`src/rtl/icache_direct.sv`:
```
// Direct-mapped, one-word-per-block, read-only instruction cache.
// Hits return data combinationally; a miss stalls fetch, reads one word
// from the memory controller and fills the indexed frame.
module icache_direct #(
    parameter int SETS  = 16,
    parameter int IDX_W = $clog2(SETS),
    parameter int TAG_W = 30 - IDX_W
) (
    input  logic        CLK,
    input  logic        RST,
    input  logic        imemREN,
    input  logic [31:0] imemaddr,
    output logic        ihit,
    output logic [31:0] imemload,
    output logic        iREN,
    output logic [31:0] iaddr,
    input  logic        iwait,
    input  logic [31:0] iload
);

    typedef enum logic {IDLE, MISS} state_e;

    state_e            state_q;
    logic [31:0]       miss_addr_q;
    logic [SETS-1:0]   valid_q;
    logic [TAG_W-1:0]  tag_q  [SETS];
    logic [31:0]       data_q [SETS];

    logic [IDX_W-1:0]  req_idx, miss_idx;
    logic [TAG_W-1:0]  req_tag, miss_tag;
    logic              hit;
    logic              fill;

    assign req_idx  = imemaddr[IDX_W+1:2];
    assign req_tag  = imemaddr[31:IDX_W+2];
    assign miss_idx = miss_addr_q[IDX_W+1:2];
    assign miss_tag = miss_addr_q[31:IDX_W+2];

    assign hit  = imemREN & valid_q[req_idx] & (tag_q[req_idx] == req_tag);
    // Fill happens on the first MISS cycle where memory stops waiting.
    assign fill = (state_q == MISS) & ~iwait;

    // Fetch-side and memory-side outputs; everything quiet while reset is held.
    always_comb begin
        ihit     = 1'b0;
        imemload = 32'h0;
        iREN     = 1'b0;
        iaddr    = 32'h0;
        if (!RST) begin
            if (state_q == IDLE) begin
                ihit     = hit;
                imemload = hit ? data_q[req_idx] : 32'h0;
            end else begin
                iREN  = 1'b1;
                iaddr = miss_addr_q;
            end
        end
    end

    // Control FSM: detect a miss in IDLE, hold the request until memory answers.
    always_ff @(posedge CLK) begin
        if (RST) begin
            state_q     <= IDLE;
            miss_addr_q <= 32'h0;
            valid_q     <= '0;
        end else begin
            case (state_q)
                IDLE: begin
                    if (imemREN && !hit) begin
                        miss_addr_q <= imemaddr & ~32'h3;
                        state_q     <= MISS;
                    end
                end
                MISS: begin
                    if (!iwait) begin
                        valid_q[miss_idx] <= 1'b1;
                        state_q           <= IDLE;
                    end
                end
                default: state_q <= IDLE;
            endcase
        end
    end

    // Frame tag/data storage; the occupant is simply overwritten on fill.
    always_ff @(posedge CLK) begin
        if (!RST && fill) begin
            tag_q[miss_idx]  <= miss_tag;
            data_q[miss_idx] <= iload;
        end
    end

endmodule
```
`config.mk`:
```
export PLATFORM = sky130hd
export DESIGN_NAME = icache_direct
export DESIGN_NICKNAME = d
export VERILOG_FILES = /design/src/rtl/icache_direct.sv
export SDC_FILE = /design/constraint.sdc
export NUM_CORES = 1
export LEC_CHECK = 0
export CAP_MARGIN = 20
export CORE_MARGIN = 1
export CORE_UTILIZATION = 55
export CTS_CLUSTER_SIZE = 14
export DETAILED_ROUTE_END_ITERATION = 7
export GPL_TIMING_DRIVEN = 0
export PLACE_DENSITY = 0.73
export SYNTH_ARGS = -nofsm -noshare
export SYNTH_HDL_FRONTEND = slang
export SYNTH_SLANG_ARGS = --single-unit
```
`constraint.sdc`:
```
create_clock -name CLK -period 10.3 [get_ports CLK]
set_clock_uncertainty 0.1 [all_clocks]
set_input_delay 2.06 -clock CLK [delete_from_list [all_inputs] [get_ports CLK]]
set_output_delay 2.06 -clock CLK [all_outputs]
set_load 0.02 [all_outputs]
```
==> results.md <==
* Routed vias/inst at around 6.5
* Fin. Hold Viols at 0
* Tmin final at between 9 and 10 ns
* CTS root buf: clkbuf_16
* Grt ovf at 0
* Detailed Route Iter0 Violations at ~2.9k
* Leading register cell type out of synthesis: edfxtp_1
* Port bufs at roughly 130
* Fin nets at 2202
* Hold wc startpoint: valid_q[3]$_SDFFE_PP0P_
* Die Wd at between 200 and 300 um
* 1st-pass router iterations at 6
* WP data required at 8.14 ns
* Die area at approximately 0.071 mm2
* Number of global-route vias before repair at ~21k
* Via count at about 20k
* I/O pin cnt at ~130
* Layout area overhead at 17.5%
* Die Y at between 200 and 300 um
* Row count at 96
* Max Fanout on Critical Path at 10
* Reg power frac at 0.541
* Critical path type: input pin to output pin
* Placed Cells incl. Taps at between 2k and 3k
* R2R Setup Slk at about 6.6 ns
* CTS tree: built
* Status: completed
* Wire per inst at a little over 30 um
* Clock Sinks at approximately 1000
* Post-CTS Hold Buffers at 0
* Global Route Usage Sum at 0.278
* Total core area at 0.0689 mm2
* Cells after synthesis at roughly 1.8k
* Period utilization at 0.963
* P_int at ~6.5 mW
* Setup crit start kind: input pin
* Sw Pwr at approximately 1.8 mW
* Warnings, synthesis at 0
* CTS clk-pin slew, worst paths at ~0.060 ns
* Post-synth EDFFs at about 930
* Antenna-violating nets left at 0
* Synthesized area at 0.0385 mm2
* CP startpoint: imemaddr[5]
* Clk pwr share at 0.405
* Drt total wl at 96.7 mm
* Gpl congestion at about 0.9
* Crit path DAT at around 7.8 ns
* Min setup slack post-route at around 0.38 ns
* Synthesized area per cell at around 21 um2
* Filler cell count in the final layout at ~4.5k
* Fraction of layout cells with a size suffix above 1 at 0.248
* Non-Filler Instances at 3147
* Worst Setup End Kind: output pin
* Slew HR at 0.272
* Worst hold-check path type: flop to flop
* Worst Tran Pin Value at approximately 1.1 ns
* Largest net degree at the start of global routing at 24
* Initial Utilization at 0.559
* Number of synthesized register bits at roughly 980
* DRC violations left at 0
* Max-cap viol count at 0
* Synth cell types at 56
* Power density cells at between 150 and 200 mW/mm2
* Slew Limit Fails at 0
* Seq/Total Area, Yosys at 0.748
* First-pass GRT wire length at ~140 mm
* Initial antenna violation count at 3
* Skew-Pair Late Insertion Delay at ~0.65 ns
* Post-CTS Setup Inserts at 0
* RR Startpoint: tag_q[13][9]$_DFFE_PP_
* Post-CTS sizing at 0
* Power share of the combinational group at 0.054
* Max VDD drop at 135 uV
* H-tree Lvls at 3
* Place WS at roughly 0.43 ns
* Longest Clk Path Bufs at 3
* RSZ-0062 raised after global routing: false
* FMAX at roughly 100 MHz
* Detail Placement HPWL at approximately 62 mm
* Net Sw Frac at 0.215
* Final Setup Violations at 0
* CTS Buf Count at 96
* Asr flop ratio synth at 0
* Leak at about 15 nW
[state kept, by name, indices dropped and copies added, names as in the netlist]
signal / count
data_q: 512
state_q: 1
valid_q: 16
tag_q: 416
miss_addr_q: 30
[through the flow]
stage	total power [mW]	hold slack [ns]	setup TNS, ns	area, um2	util
3_3_place_gp	4.96	0.327	-977.15	41000	0.594
5_1_grt	8.46	0.367	0	45300	0.657
6_report	8.26	0.358	0	45300	0.657
3_5_place_dp	4.98	0.339	0	42200	0.612
2_1_floorplan	4.78	0.321	0	38500	-
4_1_cts	8.28	0.353	0	45200	0.656
[worst paths after layout]
kind / cells past startpoint / end
max: 14 / imemload[21]
min: 1 / valid_q[3]$_SDFFE_PP0P_
max reg2reg: 10 / miss_addr_q[20]$_SDFFE_PP0P_
min reg2reg: 1 / valid_q[3]$_SDFFE_PP0P_
[power by group through the flow]
stage	combinational [mW]	clock (mW)	sequential, mW
after global placement	0.417	0	4.54
after floorplan	0.265	0	4.51
final	0.447	3.35	4.46
after detailed placement	0.439	0	4.54
after global routing	0.470	3.53	4.47
after CTS	0.442	3.38	4.46
[cell usage in the layout, fill, tap and decap left out, types with 17 or more instances in the layout]
cell	count
and2_1	64
mux2i_1	50
nor3b_1	32
clkdlybuf4s50_1	125
clkinv_2	27
buf_2	18
buf_4	19
buf_12	24
o311ai_1	31
o21ai_0	36
nand2_1	45
xnor2_1	20
a21o_1	17
mux4_2	258
clkbuf_16	99
dfxtp_1	47
a32oi_1	31
edfxtp_1	928
buf_6	45
clkinv_1	25
clkbuf_1	79
[cell families (layout without fill, tap and decap cells)]
group,Yosys count,after routing,share of synthesized area
muxes,315,315,0.166
and+or+nand+nor,229,229,0.0337
other,1,4,0.0000973
DFF,975,975,0.748
xor gates and xnor gates,34,34,0.00773
buffers and inverters,125,511,0.0166
AOI/OAI and AO/OA,148,148,0.0284
[cell type report]
type                    count  area (um2)  share of cell area
diodes                      2        5.00            0.000111
plain buffers             119         618              0.0136
clock buffers             115        2540              0.0560
clock inverters            63         469              0.0104
inverters                   6        22.5            0.000497
multi-input cells         728        9200               0.203
flip-flops and latches    975       28800               0.636
well taps                 931        1160              0.0257
repair buffers            208        2470              0.0545
[worst max-delay path, cell delays in order]
cell	delay [ns]
clkdlybuf4s50_1	0.64
buf_2	0.36
clkbuf_1	0.85
clkbuf_4	0.49
nor2b_1	0.22
a22oi_1	0.12
and3_1	0.21
nor4_1	0.39
nand3_1	0.13
nor4_1	0.17
and4_1	0.61
clkbuf_1	0.59
and2_1	0.27
clkdlybuf4s50_1	0.61
[synthesized netlist by cell type, types with 17 or more instances]
cell type	number	area share
nor3b_1	33	0.0064
mux4_2	258	0.15
mux2i_1	50	0.013
edfxtp_1	928	0.72
a32oi_1	31	0.0070
clkbuf_1	63	0.0061
buf_2	18	0.0023
o21ai_0	36	0.0047
a21o_1	17	0.0033
and2_1	64	0.010
xnor2_1	20	0.0045
o311ai_1	31	0.0070
dfxtp_1	47	0.024
nand2_1	45	0.0044
nor2_1	23	0.0022
[routing by layer]
layer,up-vias,share of wire,GRT usage
met5,-,0.00025,0
met4,4,0.034,0.0929
met3,226,0.092,0.0482
met2,1248,0.48,0.446
met1,10700,0.39,0.391
li1,8303,-,-
No activity file was read; power rests on OpenSTA's default activity.
